==> src/rtl/counter_stim_gen_pkg.sv <==
// Shared types and helpers for the counter stimulus generator.
// STIM_LFSR_EN adds the data-scramble LFSR step function.
package counter_stim_pkg;

  localparam int unsigned CNT_W = 8;
  localparam int unsigned LEN_W = 8;
  // x^8+x^6+x^5+x^4+1 expressed as feedback taps on bits 7,5,4,3
  localparam logic [CNT_W-1:0] LFSR_TAPS = 8'hB8;

  typedef enum logic [2:0] {
    IDLE = 3'd0,
    LOAD = 3'd1,
    UP   = 3'd2,
    HOLD = 3'd3,
    DOWN = 3'd4,
    DONE = 3'd5
  } stim_state_e;

  // First phase after 'cur' whose length is nonzero, else DONE.
  function automatic stim_state_e next_phase(input stim_state_e cur,
                                             input logic up_nz,
                                             input logic hold_nz,
                                             input logic dn_nz);
    stim_state_e nxt;
    nxt = DONE;
    if (cur == LOAD && up_nz) begin
      nxt = UP;
    end else if ((cur == LOAD || cur == UP) && hold_nz) begin
      nxt = HOLD;
    end else if ((cur == LOAD || cur == UP || cur == HOLD) && dn_nz) begin
      nxt = DOWN;
    end
    return nxt;
  endfunction

`ifdef STIM_LFSR_EN
  function automatic logic [CNT_W-1:0] lfsr_step(input logic [CNT_W-1:0] s);
    return {s[CNT_W-2:0], ^(s & LFSR_TAPS)};
  endfunction
`endif

endpackage

==> src/rtl/counter_stim_gen_if.sv <==
// Control/request bundle between the stimulus generator (master) and the counter side (slave).
interface counter_stim_gen_if
  import counter_stim_pkg::*;
#(
  parameter int unsigned WIDTH = CNT_W
);
  logic             start;
  logic [WIDTH-1:0] load_val;
  logic [LEN_W-1:0] up_len;
  logic [LEN_W-1:0] hold_len;
  logic [LEN_W-1:0] dn_len;
  logic             ld_cnt_;
  logic             updn_cnt;
  logic             count_enb;
  logic [WIDTH-1:0] data_in;
  logic             busy;
  logic             done;
  logic [WIDTH-1:0] exp_count;

  modport master (
    input  start, load_val, up_len, hold_len, dn_len,
    output ld_cnt_, updn_cnt, count_enb, data_in, busy, done, exp_count
  );

  modport slave (
    output start, load_val, up_len, hold_len, dn_len,
    input  ld_cnt_, updn_cnt, count_enb, data_in, busy, done, exp_count
  );
endinterface

==> src/rtl/counter_stim_gen_ref_model.sv <==
// Cycle-accurate model of the up/down counter value; usable beside the real counter too.
module counter_ref_model
  import counter_stim_pkg::*;
#(
  parameter int unsigned WIDTH = CNT_W
) (
  input  logic             clk,
  input  logic             rst_,
  input  logic             ld_cnt_,
  input  logic             updn_cnt,
  input  logic             count_enb,
  input  logic [WIDTH-1:0] data_in,
  output logic [WIDTH-1:0] exp_count
);

  logic [WIDTH-1:0] exp_count_q;
  logic [WIDTH-1:0] exp_count_d;

  // Load beats enable; counting wraps modulo 2^WIDTH.
  always_comb begin
    exp_count_d = exp_count_q;
    if (!ld_cnt_) begin
      exp_count_d = data_in;
    end else if (count_enb) begin
      exp_count_d = updn_cnt ? exp_count_q + WIDTH'(1) : exp_count_q - WIDTH'(1);
    end
  end

  always_ff @(posedge clk or negedge rst_) begin
    if (!rst_) exp_count_q <= '0;
    else       exp_count_q <= exp_count_d;
  end

  assign exp_count = exp_count_q;

endmodule

==> src/rtl/counter_stim_gen.sv <==
// Drives LOAD -> UP -> HOLD -> DOWN sequences on the counter controls and tracks the expected count.
// STIM_LFSR_EN: scramble data_in outside LOAD with an LFSR seeded by LFSR_SEED.
module counter_stim_gen
  import counter_stim_pkg::*;
#(
  parameter int unsigned WIDTH = CNT_W
`ifdef STIM_LFSR_EN
  , parameter logic [CNT_W-1:0] LFSR_SEED = 8'hA5
`endif
) (
  input  logic               clk,
  input  logic               rst_,
  counter_stim_gen_if.master bus
);

  stim_state_e      state_q, state_d;
  logic [LEN_W-1:0] cnt_q, cnt_d;
  logic [WIDTH-1:0] lv_q, lv_d;
  logic [LEN_W-1:0] up_len_q, up_len_d;
  logic [LEN_W-1:0] hold_len_q, hold_len_d;
  logic [LEN_W-1:0] dn_len_q, dn_len_d;
  logic             ld_cnt_q, ld_cnt_d;
  logic             updn_cnt_q, updn_cnt_d;
  logic             count_enb_q, count_enb_d;
  logic [WIDTH-1:0] data_in_q, data_in_d;
  logic             busy_q, busy_d;
  logic             done_q, done_d;

`ifdef STIM_LFSR_EN
  logic [CNT_W-1:0] lfsr_q, lfsr_d;

  always_comb begin
    lfsr_d = lfsr_step(lfsr_q);
  end

  always_ff @(posedge clk or negedge rst_) begin
    if (!rst_) lfsr_q <= LFSR_SEED;
    else       lfsr_q <= lfsr_d;
  end
`endif

  // Next state, phase counter and registered control values.
  always_comb begin
    state_d    = state_q;
    cnt_d      = cnt_q;
    lv_d       = lv_q;
    up_len_d   = up_len_q;
    hold_len_d = hold_len_q;
    dn_len_d   = dn_len_q;

    unique case (state_q)
      IDLE: begin
        if (bus.start) begin
          state_d    = LOAD;
          lv_d       = bus.load_val;
          up_len_d   = bus.up_len;
          hold_len_d = bus.hold_len;
          dn_len_d   = bus.dn_len;
        end
      end
      LOAD: state_d = next_phase(LOAD, |up_len_q, |hold_len_q, |dn_len_q);
      UP, HOLD, DOWN: begin
        if (cnt_q == '0) state_d = next_phase(state_q, |up_len_q, |hold_len_q, |dn_len_q);
      end
      DONE:    state_d = IDLE;
      default: state_d = IDLE;
    endcase

    // Counter holds len-1 on phase entry and counts down to 0 within the phase.
    if (state_d != state_q) begin
      unique case (state_d)
        UP:      cnt_d = up_len_q - LEN_W'(1);
        HOLD:    cnt_d = hold_len_q - LEN_W'(1);
        DOWN:    cnt_d = dn_len_q - LEN_W'(1);
        default: cnt_d = '0;
      endcase
    end else if (state_q == UP || state_q == HOLD || state_q == DOWN) begin
      cnt_d = cnt_q - LEN_W'(1);
    end

    ld_cnt_d    = (state_d != LOAD);
    count_enb_d = (state_d == UP) || (state_d == DOWN);
    updn_cnt_d  = updn_cnt_q;
    if (state_d == UP)   updn_cnt_d = 1'b1;
    if (state_d == DOWN) updn_cnt_d = 1'b0;
    busy_d      = (state_d != IDLE);
    done_d      = (state_d == DONE);
`ifdef STIM_LFSR_EN
    data_in_d   = (state_d == LOAD) ? lv_d : WIDTH'(lfsr_q);
`else
    data_in_d   = lv_d;
`endif
  end

  always_ff @(posedge clk or negedge rst_) begin
    if (!rst_) begin
      state_q     <= IDLE;
      cnt_q       <= '0;
      lv_q        <= '0;
      up_len_q    <= '0;
      hold_len_q  <= '0;
      dn_len_q    <= '0;
      ld_cnt_q    <= 1'b1;
      updn_cnt_q  <= 1'b0;
      count_enb_q <= 1'b0;
      data_in_q   <= '0;
      busy_q      <= 1'b0;
      done_q      <= 1'b0;
    end else begin
      state_q     <= state_d;
      cnt_q       <= cnt_d;
      lv_q        <= lv_d;
      up_len_q    <= up_len_d;
      hold_len_q  <= hold_len_d;
      dn_len_q    <= dn_len_d;
      ld_cnt_q    <= ld_cnt_d;
      updn_cnt_q  <= updn_cnt_d;
      count_enb_q <= count_enb_d;
      data_in_q   <= data_in_d;
      busy_q      <= busy_d;
      done_q      <= done_d;
    end
  end

  assign bus.ld_cnt_   = ld_cnt_q;
  assign bus.updn_cnt  = updn_cnt_q;
  assign bus.count_enb = count_enb_q;
  assign bus.data_in   = data_in_q;
  assign bus.busy      = busy_q;
  assign bus.done      = done_q;

  counter_ref_model #(.WIDTH(WIDTH)) u_ref_model (
    .clk       (clk),
    .rst_      (rst_),
    .ld_cnt_   (ld_cnt_q),
    .updn_cnt  (updn_cnt_q),
    .count_enb (count_enb_q),
    .data_in   (data_in_q),
    .exp_count (bus.exp_count)
  );

endmodule

==> src/flat_wrapper.sv <==
// flat-port wrapper written by rule: the top's interface ports become plain ports
module counter_stim_gen_flat import counter_stim_pkg::*;
#(
  parameter int unsigned WIDTH = CNT_W

)
  (clk, rst_, bus_start, bus_load_val, bus_up_len, bus_hold_len, bus_dn_len, bus_ld_cnt_, bus_updn_cnt, bus_count_enb, bus_data_in, bus_busy, bus_done, bus_exp_count);
  counter_stim_gen_if #(.WIDTH(WIDTH)) bus_i ();
  input  logic clk;
  input  logic rst_;
  input wire logic [$bits(bus_i.start)-1:0] bus_start;
  input wire logic [$bits(bus_i.load_val)-1:0] bus_load_val;
  input wire logic [$bits(bus_i.up_len)-1:0] bus_up_len;
  input wire logic [$bits(bus_i.hold_len)-1:0] bus_hold_len;
  input wire logic [$bits(bus_i.dn_len)-1:0] bus_dn_len;
  output wire logic [$bits(bus_i.ld_cnt_)-1:0] bus_ld_cnt_;
  output wire logic [$bits(bus_i.updn_cnt)-1:0] bus_updn_cnt;
  output wire logic [$bits(bus_i.count_enb)-1:0] bus_count_enb;
  output wire logic [$bits(bus_i.data_in)-1:0] bus_data_in;
  output wire logic [$bits(bus_i.busy)-1:0] bus_busy;
  output wire logic [$bits(bus_i.done)-1:0] bus_done;
  output wire logic [$bits(bus_i.exp_count)-1:0] bus_exp_count;
  assign bus_i.start = bus_start;
  assign bus_i.load_val = bus_load_val;
  assign bus_i.up_len = bus_up_len;
  assign bus_i.hold_len = bus_hold_len;
  assign bus_i.dn_len = bus_dn_len;
  assign bus_ld_cnt_ = bus_i.ld_cnt_;
  assign bus_updn_cnt = bus_i.updn_cnt;
  assign bus_count_enb = bus_i.count_enb;
  assign bus_data_in = bus_i.data_in;
  assign bus_busy = bus_i.busy;
  assign bus_done = bus_i.done;
  assign bus_exp_count = bus_i.exp_count;
  counter_stim_gen #(.WIDTH(WIDTH)) u_core (.clk(clk), .rst_(rst_), .bus(bus_i));
endmodule
==> config.mk <==
export PLATFORM = sky130hd
export DESIGN_NAME = counter_stim_gen_flat
export DESIGN_NICKNAME = d
export VERILOG_FILES = /design/src/rtl/counter_stim_gen_pkg.sv /design/src/rtl/counter_stim_gen_if.sv /design/src/rtl/counter_stim_gen_ref_model.sv /design/src/rtl/counter_stim_gen.sv /design/src/flat_wrapper.sv
export SDC_FILE = /design/constraint.sdc
export NUM_CORES = 1
export LEC_CHECK = 0
export ABC_AREA = 0
export CORE_MARGIN = 10
export CORE_UTILIZATION = 52
export CTS_CLUSTER_SIZE = 14
export DETAILED_ROUTE_END_ITERATION = 7
export PLACE_DENSITY = 0.76
export SKIP_LAST_GASP = 1
export SLEW_MARGIN = 20
export SYNTH_ARGS = -nofsm -noshare
export SYNTH_HDL_FRONTEND = slang
export SYNTH_SLANG_ARGS = --single-unit
==> constraint.sdc <==
create_clock -name clk -period 4.2 [get_ports clk]
set_clock_uncertainty 0.15 [all_clocks]
set_input_delay 1.05 -clock clk [delete_from_list [all_inputs] [get_ports clk]]
set_output_delay 1.05 -clock clk [all_outputs]
set_load 0.03 [all_outputs]
# Word level (Yosys, flattened, before mapping)
# Cells that the tools add are included.
classes:
  add_sub_neg: 6
  n_eq_ne: 11
  mux: 17
  n_reduce_logical: 18
ops:
  columns: ["cell", "count"]
  rows:
  - ["$mux W8", 5]
  - ["$sub A8 B1 Y8 const B", 5]
  - ["$pmux W8 S3", 1]
  - ["$reduce_or A8 Y1", 3]
  - ["$mux W3", 6]
  - ["$eq A3 B2 Y1 const B", 4]
  - ["$eq A3 B3 Y1 const B", 3]
  - ["$pmux W3 S3", 1]
  - ["$add A8 B1 Y8 const B", 1]
  - ["$logic_not A8 Y1", 1]
  - ["$logic_or A1 B1 Y1", 5]
  - ["$mux W1", 4]
  - ["$reduce_bool A2 Y1", 2]
  - ["$eq A3 B1 Y1 const B", 1]
  - ["$logic_and A1 B1 Y1", 3]
  - ["$logic_not A3 Y1", 1]
  - ["$ne A3 B1 Y1 const B", 1]
  - ["$ne A3 B3 Y1", 1]
  - ["$reduce_bool A3 Y1", 1]
  - ["$reduce_or A3 Y1", 1]
  - ["$ne A2 B2 Y1 const B", 1]
  - ["$reduce_and A2 Y1", 1]
totals:
  ff_bits: 56
  wordCells: 64

# Longest topological paths before layout
# Gate-level depths: netlist of the first run.
depth:
  word_depth: 12
  mapped_depth: 14
  ltp_nobuf: 14

# Hierarchy
# Synthesis of the first run repeated with hierarchy kept, for this count alone.
unflattened:
  hier_cells: 293
  area_unflattened_um2: 3270.6
modules_own_cells:
  columns: ["module", "n_inst", "cells_per_inst", "area_each_um2", "seq_area_each_um2"]
  rows:
  - ["counter_stim_gen", 1, 217, 2587.5, 1202.4]
  - ["counter_ref_model", 1, 76, 683.2, 200.2]

# Worst setup path before layout of the first run
# OpenSTA, ideal clock, no wires.
synth_timing:
  kind: "input-to-reg"
  startpoint: "in bus_start"
  endpoint: "reg u_core.cnt_q[5]"
  arrival_ps: 3149
  required_time_ps: 3985
  slack_ps: 837
  stages: 11
  n_path_buf: 1
  cell_sequence: "nor4b_2 -> inv_1 -> o21ai_1 -> a21oi_2 -> buf_4 -> or3_1 -> o221a_2 -> nand3b_4 -> or4_1 -> o211ai_1 -> o21a_1"
synth_between:
  elab_chain_len: 5
  word_cells_on_any_way: 9
synth_lines:
  columns: ["item", "line", "rtl"]
  rows:
  - ["from (decl)", "flat_wrapper.sv:11", "input wire logic [$bits(bus_i.start)-1:0] bus_start;"]
  - ["$mux W3 *", "counter_stim_gen.sv:53", "if (bus.start) begin"]
  - ["$pmux W3 S3 *", "counter_stim_gen.sv:51", "unique case (state_q)"]
  - ["$eq A3 B3 Y1 or $eq A3 B2 Y1 (tied branches)", "counter_stim_gen.sv:71", "unique case (state_d)"]
  - ["$pmux W8 S3", "counter_stim_gen.sv:71", null]
  - ["$mux W8", "counter_stim_gen.sv:70", "if (state_d != state_q) begin"]
  - ["to (signal assigned)", "counter_stim_gen.sv:111", "cnt_q <= cnt_d;"]
  - ["to (decl)", "counter_stim_gen.sv:17", "logic [LEN_W-1:0] cnt_q, cnt_d;"]
# Every way passes the cells marked *; elsewhere a longest branch is shown, timed or not.
# A chain may end at the register's enable or synchronous reset.

# Worst setup path in the final report of the first run
layout_timing:
  startpoint: "reg u_core.cnt_q[2]"
  endpoint: "reg u_core.cnt_q[2]"
layout_between:
  elab_chain_len: 6
  word_cells_on_any_way: 12
layout_lines:
  columns: ["item", "line", "rtl"]
  rows:
  - ["$logic_not A8 Y1", "counter_stim_gen.sv:63", "if (cnt_q == '0) state_d = next_phase(state_q, |up_len_q, |hold_len_q, |dn_len_q);"]
  - ["$mux W3", "counter_stim_gen.sv:63", null]
  - ["$pmux W3 S3", "counter_stim_gen.sv:51", null]
  - ["$eq A3 B3 Y1 or $eq A3 B2 Y1 (tied branches)", "counter_stim_gen.sv:71", null]
  - ["$pmux W8 S3", "counter_stim_gen.sv:71", null]
  - ["$mux W8", "counter_stim_gen.sv:70", null]
# Parallel ways exist; a longest one is shown, timed or not. The select of a mux whose other input is x is not followed.

==> results of run 1 <==
[placed cells by master, fill, tap and decap left out, types with 9 or more instances in the layout]
cell and instances:
a21oi_1 21, clkdlybuf4s50_1 54, dfrtp_1 55, ha_1 9
inv_1 9, mux2_2 33, nand2_1 17, nand3_1 10
nor2_1 24, o21ai_1 9, xnor2_1 12
[power by group]
group          internal (µW)  leakage [µW]  switching [µW]
registers                806      0.000664             287
clock network            134     0.0000445             167
logic                    805      0.000871             862
total                   1740       0.00158            1320
[worst max-delay path: stages, from the launching register on]
cell and delay, ps:
dfrtp_1 430, nor4_4 360, nand3_2 220, a2111o_1 480, a21oi_2 330, mux2i_2 510
o221a_1 310, inv_1 70, ha_1 210, xor2_1 160, nor2_1 140, o21ai_1 70
a21oi_1 140
[final cells by class]
type	instances	area, µm²	share of cell area, %
multi-input combinational	206	1579	41.71
sequential	56	1403	37.05
timing repair buffer	59	575.6	15.20
tap	72	90.09	2.379
clock buffer	7	86.33	2.280
inverter	12	45.04	1.190
clock inverter	1	7.507	0.1983
[Yosys cell counts, types with 2 or more instances]
library cell / number / share of area (%)
dfrtp_1: 55 / 45
mux2_2: 33 / 12
nor2_1: 24 / 2.9
a21oi_1: 21 / 3.4
nand2_1: 17 / 2.1
xnor2_1: 12 / 3.4
nand3_1: 10 / 1.6
ha_1: 9 / 3.7
inv_1: 9 / 1.1
o21ai_1: 9 / 1.5
clkbuf_1: 8 / 0.98
or3_1: 6 / 1.2
mux2i_1: 5 / 1.6
nor4_1: 5 / 1.0
xor2_1: 5 / 1.4
inv_2: 3 / 0.37
o21bai_1: 3 / 0.73
o221a_2: 3 / 1.1
or4_1: 3 / 0.73
a211oi_1: 2 / 0.49
a21o_1: 2 / 0.49
buf_2: 2 / 0.33
nand4_1: 2 / 0.41
nor2b_1: 2 / 0.41
nor3_1: 2 / 0.33
nor4_2: 2 / 0.82
o21ai_0: 2 / 0.33
o221ai_2: 2 / 0.98
o22ai_1: 2 / 0.41
[state kept, by name (all words and copies together), names as in the netlist]
register	flops
u_core.lv_q	8
u_core.bus.updn_cnt	1
u_core.u_ref_model.exp_count	8
u_core.up_len_q	8
u_core.hold_len_q	8
u_core.bus.count_enb	1
u_core.state_q	3
u_core.bus.done	1
u_core.cnt_q	8
u_core.bus.busy	1
u_core.dn_len_q	8
u_core.bus.ld_cnt_	1
[kinds of logic after synthesis]
logic type | Yosys count
compound gates | 56
buf+inv | 23
mux | 39
simple gates | 84
xor+xnor | 17
fa+ha+maj | 10
flops | 56
[layer usage]
layer,GRT usage (%),routed length [µm]
met2,22.19,3149
met1,19.28,3202
met4,3.833,78
met3,3.478,310
met5,0,0
[worst max path at each step]
| stage | end | slack (ps) | cells after the start |
|---|---|---|---|
| 2_1_floorplan | u_core.cnt_q[5] | 840 | 11 |
| 3_3_place_gp | u_core.cnt_q[2] | 380 | 13 |
| 3_5_place_dp | u_core.cnt_q[2] | 270 | 13 |
| 4_1_cts | u_core.cnt_q[2] | 540 | 12 |
| 5_1_grt | u_core.cnt_q[2] | 220 | 12 |
| 6_report | u_core.cnt_q[2] | 540 | 12 |
[stage by stage]
stage          setup WS (ps)  power [µW]
2_1_floorplan          836.8        2271
3_3_place_gp           384.1        2731
3_5_place_dp           272.5        2777
4_1_cts                541.6        3082
5_1_grt                224.4        3312
6_report               537.3        3061
==> metrics.md, run 1 <==
| Metric | Value |
|---|---|
| Hold WS | `398.6 ps` |
| TritonCTS clock tree | `done` |
| Min-Delay Path Class | `reg2reg` |
| Largest net degree at the start of global routing | `41` |
| Hold Crit Depth | `1` |
| Vias in the first global route | `2279` |
| Mux cell area share after synthesis | `around 14%` |
| Maximum clock path buffer count | `2` |
| Antenna Cells | `0` |
| CTS buffer count | `5` |
| CTS sink cnt | `56` |
| Adder-cell share of the synthesized area | `4.327%` |
| Initial DRC count | `153` |
| Worst hold start | `u_core.lv_q[4]` |
| PD cells | `808.4 nW/µm²` |
| Fin nets | `385` |
| Reg-to-Reg End | `u_core.cnt_q[2]` |
| DR pass1 iterations | `4` |
| Post-CTS setup buffers | `0` |
| Final Cell Area | `3786 µm²` |
| Maxcap violations | `0` |
| Worst EP arrival | `roughly 3800 ps` |
| DR WL/cell | `approximately 16 µm` |
| First-pass GRT wire length | `11.56 mm` |
| H-tree levels | `2` |
| All-layer global routing usage | `14.30%` |
| R2r setup slk | `540 ps` |
| Post-synth ARST share | `100.0%` |
| CP Class | `reg2reg` |
| Initial antenna violation count | `0` |
| Slew @ Worst Pin | `845.3 ps` |
| Fill cell count | `around 460` |
| Seq/Total Area, Yosys | `45.76%` |
| Setup_tns | `0 ps` |
| Initial Utilization | `54.66%` |
| Syn nets | `330` |
| Root buf cell | `clkbuf_8` |
| Post-Syn Area | `3065 µm²` |
| Clk pin slew, worst setup/hold paths | `100 ps` |
| RSZ-0062 raised after global routing | `false` |
| Worst Path Required | `4290 ps` |
| Port bufs | `between 50 and 60` |
| Number of nets with antenna violations after routing | `0` |
| Synth unique cells | `54` |
| # rows | `27` |
| Relative slew slack | `43.65%` |
| Hpwl dp | `5.328 mm` |
| Post-placement cell area | `3692 µm²` |
| Post-CTS Hold Fix Bufs | `0` |
| Layout Cells excl Fill | `413` |
| GRT Residual Overflow | `0` |
| EDFF count, synth | `0` |
| Largest family of logic cells by synthesized area | `simple AND/OR/NAND/NOR gates` |
| CP max FO | `8` |
| Final setup fails | `0` |
| Nature of the critical path endpoint | `flip-flop` |
| Final worst path period share | `87.21%` |
| Post-cts resize count | `0` |
| Synth Instances | `~290` |
| Total routed wirelength | `6.740 mm` |
| Worst Hold End | `u_core.lv_q[4]` |
| Crit path from | `u_core.cnt_q[2]` |
| RR Startpoint | `u_core.cnt_q[2]` |
| Post-layout util | `67.51%` |
| Warning count from the yosys run | `0` |
| Synth Area in XOR/XNOR | `4.857%` |
| Maximum vdd drop | `0.3818 mV` |
| Leakage dissipation | `0.001580 µW` |
| Core box area | `5608 µm²` |
| P&R area growth vs syn | `23.51%` |
| Worst skew pair latency | `~310 ps` |
| Final worst path period need | `~3700 ps` |
| Die Ht | `96.78 µm` |
| Final Slew Violations | `0` |
| DRC | `0` |
| Layout cells sized above 1 | `18.77%` |
| Gpl congestion | `0.8933` |
| Placed Cells | `slightly above 400` |
| Die Width | `96.78 µm` |
| F_max | `0.2730 GHz` |
| Status | `finished clean` |
| Register bit count reported by yosys | `56` |
| Main synth FF type | `dfrtp_1` |
| CP Launch Type | `flip-flop` |
| Ports | `56` |
| Die area | `9366 µm²` |
| DR vias/cell | `5.562` |
| Post-Synth Simple-Gate Area | `15.55%` |
| Final hold vios | `0` |
| Vias | `approximately 2300` |
| Post-synthesis compound-gate area fraction | `approximately an eighth` |
| Mapped Avg Cell Area | `10.76 µm²` |
| Register-to-Register Path Depth | `12` |
No activity file was read; power rests on OpenSTA's default activity.
==> run 2, diff against run 1 <==
- ABC_AREA: 0 -> 1
- DONT_BUFFER_PORTS: not set -> 1
- PLACE_DENSITY: 0.76 -> 0.64
- SLEW_MARGIN: 20 -> not set
==> run 2 against run 1 <==
Against the previous run:
- via count rose by 9.0%
- wire length rose by 11%
- worst setup slack improved by 700 ps
- largest cell class unchanged
==> metrics.md, run 2 <==
| Metric | Value |
|---|---|
| Status | `finished clean` |
| EDFF count, synth | `0 (unchanged)` |
| Crit-path cells | `nor2_2 -> nand2_2 -> nand2_1 -> o21ai_2 -> nand2_1 -> nand2_2 -> nand2_2 -> o21ai_4 -> nand3_4 -> inv_1 -> nand2_1 -> nand3_1 -> inv_1 -> ha_1 -> nand4_1 -> nor2_2 -> nand3_1 -> nand2_1 -> nand2_1 -> a21oi_1` |
| Gpl congestion | `0.8942 (+0.10%)` |
| Final setup fails | `0 (unchanged)` |
| Synth unique cells | `41 (-24%)` |
| Total routed wirelength | `7.462 mm (+11%)` |
| Fill cell count | `572 (+24%)` |
| DRC | `0 (unchanged)` |
| Min-Delay Path Class | `in2async` |
| Fin nets | `442 (+15%)` |
| P&R area growth vs syn | `5.506%` |
| DR vias/cell | `5.269 (-5.3%)` |
| Post-synth top cells | `nand2_1 (68), nor2_1 (65), dfrtp_1 (55)` |
| Post-layout util | `56.15% (-11 points)` |
| Nature of the critical path endpoint | `flip-flop` |
| Register area | `1403 µm² (unchanged)` |
| Register-to-Register Path Depth | `20 (+8)` |
| CP max FO | `9 (+1)` |
| Layout Cells excl Fill | `475 (+15%)` |
| CTS buffer count | `5 (unchanged)` |
| Initial DRC count | `145 (-5.2%)` |
| Post-cts resize count | `0 (unchanged)` |
| Register bit count reported by yosys | `56 (unchanged)` |
| Post-Syn Area | `3341 µm² (+9.0%)` |
| Largest net degree at the start of global routing | `57 (+39%)` |
| Root buf cell | `clkbuf_8` |
| Final worst path period share | `70.52% (-17 points)` |
| Vias in the first global route | `2511 (+10%)` |
| Post-synth ARST share | `100.0% (unchanged)` |
| GRT Residual Overflow | `0 (unchanged)` |
| Multi-input gate area | `1755 µm² (+11%)` |
| Reg-to-Reg End | `u_core.cnt_q[6]` |
| CP Launch Type | `flip-flop` |
| Worst path max stage delay | `450 ps (-60 ps)` |
| All-layer global routing usage | `15.23% (+0.93 points)` |
| CP Class | `reg2reg` |
| TritonCTS clock tree | `done` |
| Slew @ Worst Pin | `558.9 ps (-286.3 ps)` |
| Hpwl dp | `5.890 mm (+11%)` |
| First-pass GRT wire length | `12.48 mm (+7.9%)` |
| Leakage dissipation | `0.001720 µW (+8.9%)` |
| Clk pin slew, worst setup/hold paths | `100 ps (about the same)` |
| Relative slew slack | `62.60% (+19 points)` |
| Worst Path Required | `4290 ps (about the same)` |
| DR pass1 iterations | `4 (unchanged)` |
| Synth Instances | `393 (+38%)` |
| Placed Cells | `467 (+15%)` |
| Yosys top cell area share | `41.20% (-3.7 points)` |
| CTS sink cnt | `56 (unchanged)` |
| PD cells | `242.2 nW/µm² (-70%)` |
| Crit-path slowest cell | `dfrtp_1` |
| Initial Utilization | `53.22% (-1.4 points)` |
| Layout cells sized above 1 | `21.61% (+2.8 points)` |
| Worst skew pair latency | `310 ps (about the same)` |
| Number of nets with antenna violations after routing | `0 (unchanged)` |
| Maxcap violations | `0 (unchanged)` |
| Syn nets | `438 (+33%)` |
| R2r setup slk | `1240 ps (+700 ps)` |
| # rows | `29 (+7.4%)` |
| Commonest non-fill, non-tap cells in the layout | `nand2_1 (68), nor2_1 (65), dfrtp_1 (55), inv_1 (37), mux2_2 (24)` |
| DR WL/cell | `15.71 µm (-3.7%)` |
| Maximum vdd drop | `0.2098 mV (-45%)` |
| Most common cell in the netlist | `nand2_1` |
| Bufs and invs on worst path | `2 (+1)` |
| RSZ-0062 raised after global routing | `false` |
| RR Startpoint | `u_core.state_q[1]` |
| F_max | `0.3376 GHz (+24%)` |
| Ports | `56 (unchanged)` |
| Port bufs | `0 (-100%)` |
| Post-CTS Hold Fix Bufs | `0 (unchanged)` |
| Final worst path period need | `2962 ps (-700.7 ps)` |
| Main area contributors after synthesis | `dfrtp_1 (41%), mux2_2 (8.1%), nand2_1 (7.6%), nor2_1 (7.3%), inv_1 (4.2%)` |
| Most frequent CP cell | `nand2_1` |
| Post-synth top area cell | `dfrtp_1` |
| Warning count from the yosys run | `0 (unchanged)` |
| Setup_tns | `0 ps (unchanged)` |
| Die area | `10030 µm² (+7.1%)` |
| Antenna Cells | `0 (unchanged)` |
| H-tree levels | `2 (unchanged)` |
| Final Slew Violations | `0 (unchanged)` |
| Post-CTS setup buffers | `0 (unchanged)` |
| Initial antenna violation count | `0 (unchanged)` |
| Die Width | `100.2 µm (+3.5%)` |
| Core box area | `6277 µm² (+12%)` |
| Die Ht | `100.2 µm (+3.5%)` |
| Vias | `2503 (+9.0%)` |
| Most common cell after layout, fill and taps aside | `nand2_1` |
| Cell family with most CP delay | `simple AND/OR/NAND/NOR gates` |
| Worst EP arrival | `3050 ps (-700 ps)` |
| Seq/Total Area, Yosys | `41.99% (-3.8 points)` |
| Final hold vios | `0 (unchanged)` |
| Main synth FF type | `dfrtp_1` |
| Mapped Avg Cell Area | `8.501 µm² (-21%)` |
| Maximum clock path buffer count | `2 (unchanged)` |
## run 2: changes by cell type after synthesis, sizes merged, moves of 4 or more
| cell | before | now |
|---|---|---|
| xnor2 | 12 | 2 |
| nor4 | 8 | 0 |
| nand2 | 18 | 84 |
| o21ai | 11 | 18 |
| mux2 | 33 | 24 |
| mux2i | 6 | 0 |
| clkbuf | 8 | 2 |
| or3 | 6 | 0 |
| inv | 12 | 44 |
| nand3 | 11 | 26 |
| o221a | 4 | 0 |
| o311ai | 0 | 4 |
| nor2 | 24 | 81 |
## run 2: through the flow
stage	power [µW]	cell area (µm²)	setup WS, ps	hold slack [ps]
after floorplan	549.8	3341	1420	331.2
after global placement	549.8	3430	1333	361.0
final	853.6	3525	1238	275.0
after detailed placement	549.8	3430	1255	366.2
after CTS	865.2	3525	1230	262.2
after global routing	888.2	3525	933.1	247.8
## run 2: worst max-delay path by stage
stage | startpoint | end | slack (ps) | depth (start not counted)
after floorplan | bus_start | u_core.cnt_q[6] | 1420 | 15
after global placement | u_core.state_q[1] | u_core.cnt_q[6] | 1330 | 20
after detailed placement | u_core.state_q[1] | u_core.cnt_q[6] | 1260 | 20
after CTS | u_core.state_q[1] | u_core.cnt_q[6] | 1230 | 20
after global routing | u_core.state_q[1] | u_core.cnt_q[6] | 930 | 20
final | u_core.state_q[1] | u_core.cnt_q[6] | 1240 | 20
## run 2: routing by layer
metal | routed length [µm] | track usage (%)
met5 | 0 | 0
met4 | 67 | 3.804
met3 | 526 | 5.014
met2 | 3321 | 23.24
met1 | 3547 | 20.29
## run 2: where the power goes
group	internal, µW	switching (µW)	leakage [µW]	total (µW)
Clock	136	179	0.0000484	314
Sequential	539	0	0.000692	539
Combinational	0.291	0	0.000980	0.292
Total	675	179	0.00172	854
## run 2: cells by family (layout without fill, tap and decap cells)
group	after synthesis	count (layout)	share of synthesized area, %
AOI/OAI and AO/OA	53	53	10.56
muxes	24	24	8.090
and+or+nand+nor	198	198	28.65
adders and majority gates	10	10	3.970
buffers and inverters	48	53	5.468
xor gates and xnor gates	4	4	1.274
DFF	56	56	41.99
## run 2: final cells by class
type / count / area share, %
sequential: 56 / 39.79
multi-input combinational: 289 / 49.80
clock buffer: 7 / 2.449
inverter: 44 / 4.757
clock inverter: 1 / 0.2485
timing repair buffer: 1 / 0.2130
tap: 77 / 2.733
==> run 3, diff against run 2 <==
- clock period: 4.2 -> 3 ns (I/O delays scaled with it)
==> run 3 against run 2 <==
Against the previous run:
- clock-buffer cell count fell by 1
- sequential power rose by 40%
- register-to-register slack got worse by 1100 ps
- critical path type unchanged
- largest cell class unchanged
- wire length rose by 0.42%
==> metrics.md, run 3 (synthesis results as in run 2) <==
| Metric | Value |
|---|---|
| Commonest non-fill, non-tap cells in the layout | `nand2_1 (65), nor2_1 (63), dfrtp_1 (52), inv_1 (37), mux2_2 (24)` |
| Initial DRC count | `132 (-9.0%)` |
| Sequential Power Share | `62.3% (-0.8 points)` |
| Largest net degree at the start of global routing | `56 (-1.8%)` |
| RSZ-0062 raised after global routing | `true` |
| CTS sink cnt | `56 (unchanged)` |
| Most common cell after layout, fill and taps aside | `nand2_1` |
| Total routed wirelength | `7.493 mm (+0.42%)` |
| Final worst path period need | `2817 ps (-145.4 ps)` |
| R2r setup slk | `180 ps (-1050 ps)` |
| Antenna Cells | `0 (unchanged)` |
| Register-to-Register Path Depth | `17 (-15%)` |
| CP Capture Point | `u_core.cnt_q[6]` |
| F_max | `0.3550 GHz (+5.2%)` |
| Final setup fails | `0 (unchanged)` |
| Vias in the first global route | `2594 (+3.3%)` |
| P&R area growth vs syn | `9.476%` |
| Maximum clock path buffer count | `2 (unchanged)` |
| Final worst path period share | `93.89% (+23 points)` |
| Post-layout util | `58.26% (+2.1 points)` |
| Initial Utilization | `53.22% (unchanged)` |
| DR vias/cell | `5.376 (+2.0%)` |
| Clk pwr share | `36.2% (-0.6 points)` |
| Sw Ratio | `21.66% (+0.73 points)` |
| Worst skew pair latency | `310 ps (about the same)` |
| Root buf cell | `clkbuf_8` |
| CP max FO | `5 (-4)` |
| Reg-to-Reg End | `u_core.cnt_q[6]` |
| Sw power | `262.1 µW (+47%)` |
| DR WL/cell | `15.48 µm (-1.5%)` |
| Final hold vios | `0 (unchanged)` |
| RR Startpoint | `u_core.state_q[1]` |
| DRC | `0 (unchanged)` |
| Crit path from | `u_core.state_q[1]` |
| Final Slew Violations | `0 (unchanged)` |
| Fin nets | `451 (+2.0%)` |
| Gpl congestion | `0.9596 (+7.3%)` |
| Status | `finished clean` |
| Ports | `56 (unchanged)` |
| Vias | `2602 (+4.0%)` |
| Die area | `10030 µm² (unchanged)` |
| CTS buffer count | `5 (unchanged)` |
| Core box area | `6277 µm² (unchanged)` |
| First-pass GRT wire length | `12.81 mm (+2.7%)` |
| Port bufs | `0 (unchanged)` |
| Layout cells sized above 1 | `25.80% (+4.2 points)` |
| Relative slew slack | `60.87% (-1.7 points)` |
| Slew @ Worst Pin | `584.8 ps (+25.90 ps)` |
| Maxcap violations | `0 (unchanged)` |
| Number of nets with antenna violations after routing | `0 (unchanged)` |
| Min-Delay Path Class | `in2async` |
| Leakage dissipation | `0.001796 µW (+4.4%)` |
| Maximum vdd drop | `0.1954 mV (-6.9%)` |
| CP Class | `reg2reg` |
| # rows | `29 (unchanged)` |
| GRT Residual Overflow | `0 (unchanged)` |
| Int Pwr | `948.0 µW (+40%)` |
| H-tree levels | `2 (unchanged)` |
| Hpwl dp | `5.851 mm (-0.66%)` |
| Post-layout power | `1210 µW (+42%)` |
| All-layer global routing usage | `15.40% (+0.17 points)` |
| PD cells | `330.9 nW/µm² (+37%)` |
| Worst Path Required | `3090 ps (-1200 ps)` |
| Setup_tns | `0 ps (unchanged)` |
| Worst EP arrival | `2910 ps (-140 ps)` |
| Die Ht | `100.2 µm (unchanged)` |
| DR pass1 iterations | `4 (unchanged)` |
| Clk pin slew, worst setup/hold paths | `100 ps (about the same)` |
| Initial antenna violation count | `0 (unchanged)` |
| Hold WS | `123.1 ps (-152.0 ps)` |
| Logic pwr share | `1.5% (+1.5 points)` |
| Nature of the critical path endpoint | `flip-flop` |
| CP Launch Type | `flip-flop` |
| Die Width | `100.2 µm (unchanged)` |
| TritonCTS clock tree | `done` |
## run 3: changes by cell type in the layout (fill, tap and decap cells not counted), moves of 2 or more
cell	delta
nor2_4	+3
nand2_1	-3
buf_4	+8
nor2_1	-2
nand2_2	+3
dfrtp_2	+3
dfrtp_1	-3
## run 3: worst min-delay path by stage
| stage | end | cells past startpoint | startpoint | slack, ps |
|---|---|---|---|---|
| after floorplan | u_core.bus.busy | 0 | rst_ | 300 |
| after global placement | u_core.u_ref_model.exp_count[6] | 0 | rst_ | 310 |
| after detailed placement | u_core.u_ref_model.exp_count[6] | 0 | rst_ | 310 |
| after CTS | u_core.bus.ld_cnt_ | 0 | rst_ | 110 |
| after global routing | u_core.bus.ld_cnt_ | 0 | rst_ | 100 |
| final | u_core.bus.ld_cnt_ | 0 | rst_ | 120 |
## run 3: critical path, cell delays in order, from the launching register on
cell	delay, ps
dfrtp_2	460
or2_4	270
a21oi_4	240
inv_2	110
nor2_4	140
nand2_2	90
nand2_4	130
nand2_8	80
nand3_1	110
nand3_2	110
inv_1	100
ha_1	180
nand4_1	130
nor2_2	140
nand3_1	90
nand2_1	70
nand2_1	40
a21oi_1	110
## run 3: power by group through the flow
| stage | registers [µW] | clock network, µW | logic (µW) |
|---|---|---|---|
| 6_report | 754 | 438 | 18.1 |
| 3_5_place_dp | 769 | 0 | 0.409 |
| 2_1_floorplan | 769 | 0 | 0.409 |
| 4_1_cts | 754 | 455 | 19.7 |
| 3_3_place_gp | 769 | 0 | 0.409 |
| 5_1_grt | 755 | 489 | 21.2 |
## run 3: final cells by class
type	count	area, µm²
tap	77	96.34
clock inverter	2	13.76
inverter	44	167.7
timing repair buffer	10	95.09
fill	572	2620
sequential	56	1406
multi-input combinational	289	1795
clock buffer	6	82.58
## run 3: metrics by stage
| stage | setup WS [ps] | cell area, µm² | cells |
|---|---|---|---|
| after global placement | 211.1 | 3437 | 468 |
| after global routing | -68.46 | 3657 | 484 |
| after detailed placement | 116.7 | 3437 | 468 |
| after floorplan | 382.2 | 3341 | 393 |
| after CTS | 92.96 | 3561 | 477 |
| final | 183.4 | 3657 | 484 |
## run 3: layer usage
layer  vias up  routed length [µm]  global-route usage, %
met4         0                  92                  3.913
met1      1215                3444                  19.79
met5         -                   0                      0
met2        67                3326                  23.74
li1       1310                   -                      -
met3        10                 630                  5.907
## run 3: repair_timing
item,CTS,global route
endpoints found under the hold margin,55,0
setup endpoints to repair,0,4
resized for setup,0,14
hold buffers,1,0
setup buffers,0,7
==> edit: new RTL, config.mk and constraints of run 3 <==
Encoding of `stim_state_e`: now one-hot (6 bits for 6 states).
--- a/src/rtl/counter_stim_gen_pkg.sv
+++ b/src/rtl/counter_stim_gen_pkg.sv
@@ -8,11 +8,11 @@
   localparam logic [CNT_W-1:0] LFSR_TAPS = 8'hB8;
 
-  typedef enum logic [2:0] {
-    IDLE = 3'd0,
-    LOAD = 3'd1,
-    UP   = 3'd2,
-    HOLD = 3'd3,
-    DOWN = 3'd4,
-    DONE = 3'd5
+  typedef enum logic [5:0] {
+    IDLE = 6'b000001,
+    LOAD = 6'b000010,
+    UP   = 6'b000100,
+    HOLD = 6'b001000,
+    DOWN = 6'b010000,
+    DONE = 6'b100000
   } stim_state_e;
 
Behaviour: same outputs for any inputs over 10 cycles, from zero or initial values and one cycle with rst_ low; not proved beyond that.
==> edit against run 3 <==
Count of clock-buffer cells in the layout up 3. Highest routed layer unchanged. Sequential cell count up 3. Design area up 4.7%. Setup slack better by 27 ps. Wire length up 9.8%. Non-clock buffer count down 3. Sequential share of layout area up 0.16 points. Via count up 8.1%. Area after synthesis up 3.1%.
Power is left out: it rests on default switching activity, and per cell area and clock period it moved more than threefold.
==> edit: results (changes against run 3) <==
outcome=finished clean; post-synthesis sequential area ratio=0.429 (+0.00934); Ys Warns=0 (unchanged); Top FF cell, synth=dfrtp_1; Synth Area in Adders=0.0385 (-0.00121); Hold Crit Class=primary input to async pin; Initial DRC Count=116 (-12%); antenna violations before repair=0 (unchanged); vias per cell=5.24 (-2.6%); syn nets=490 (+12%); Post-Synth XOR/XNOR Area=0.0127 (-0.0000253); Crit-path slowest cell=dfrtp_1; most frequent cells after synthesis=nand2_1, dfrtp_1, inv_1, nor2_1; Clock Latency Late Sink=330 ps (+20 ps); number of global-route vias before repair=2721 (+4.9%); Vias=2813 (+8.1%); dpl ws=23.9 ps (-92.7 ps); CTS Buf Count=9 (+4); Routed WL=8230 um (+9.8%); largest net degree at the start of global routing=58 (+3.6%); max incr delay on CP=390 ps (-70 ps); Setup crit start=u_core.cnt_q[1]; DP HPWL=5910 um (+1.0%); H-Tree Depth=3 (+1); first-pass GRT wire length=13500 um (+5.2%); CP arrival=2900 ps (about the same); DP Cell Count=515 (+10%); post-synthesis mux area share=0 (-0.0809); Placed Area=0.00350 mm^2 (+1.8%); measured slew at the worst slew-check pin=919 ps (+334 ps); Synth cell types=44 (+7.3%); worst reg2reg setup slack=210 ps (+30 ps); fin nets=500 (+11%); Cells after Synth=445 (+13%); layout cell share with drive strength beyond 1=0.176 (-0.0819); clock slew at reported path FFs=70 ps (-30 ps); CP max FO=15 (+10); placer congestion estimate=0.848 (-12%); total track usage=0.163 (+0.00886); Compound-Gate Fraction of Synth Area=0.0984 (-0.00722); WHS=103 ps (-20.1 ps); Area contributors post-synth=dfrtp_1, nand2_1, inv_1, nor2_1, ha_1; reg2reg path depth=19 (+2)
edit: cell types whose count changed in the layout (fill, tap and decap cells not counted), moves of 5 or more:
| cell | before | now |
|---|---|---|
| nand2_1 | 65 | 153 |
| mux2_2 | 24 | 0 |
| nor3_2 | 0 | 5 |
| dfrtp_1 | 52 | 57 |
| a21oi_1 | 19 | 12 |
| nand2_2 | 15 | 4 |
| nor2_1 | 63 | 38 |
| o21ai_0 | 12 | 20 |
| inv_1 | 37 | 42 |
| nor2_2 | 10 | 15 |
edit: how the worst max path moves through the flow:
stage	end	slack, ps	cells past startpoint
2_1_floorplan	u_core.cnt_q[6]	430	19
3_3_place_gp	u_core.lv_q[0]	90	9
3_5_place_dp	u_core.dn_len_q[3]	20	10
4_1_cts	u_core.dn_len_q[3]	6	10
5_1_grt	u_core.cnt_q[6]	-20	19
6_report	u_core.cnt_q[6]	210	19
edit: kinds of logic (layout without fill, tap and decap cells):
group,count (synthesis),count (layout)
AND/OR/NAND/NOR,255,256
adder cells (fa/ha/maj),10,10
AO/OA/AOI/OAI,54,54
buffers and inverters,62,76
XOR/XNOR,5,5
flip-flops,59,59
edit: metal layers:
layer / track usage / wire length [um] / part of all wire
met1: 0.224 / 4070 / 0.49
met2: 0.239 / 3630 / 0.44
met3: 0.0572 / 475 / 0.058
met4: 0.0386 / 46 / 0.0056
met5: 0 / 0 / 0
edit: final cells by class:
type	count	area, um^2
Inverter	53	201
Sequential cell	59	1480
Tap cell	77	96.3
Clock buffer	9	124
Fill cell	586	2560
Multi-Input combinational cell	325	1740
Clock inverter	7	116
Timing Repair Buffer	7	72.6
edit: what timing repair did:
action,CTS,global route
gates resized for setup,0,6
setup buffers,0,4
setup endpoints to repair,0,23
endpoints found under the hold margin,57,0
hold buffers,1,0
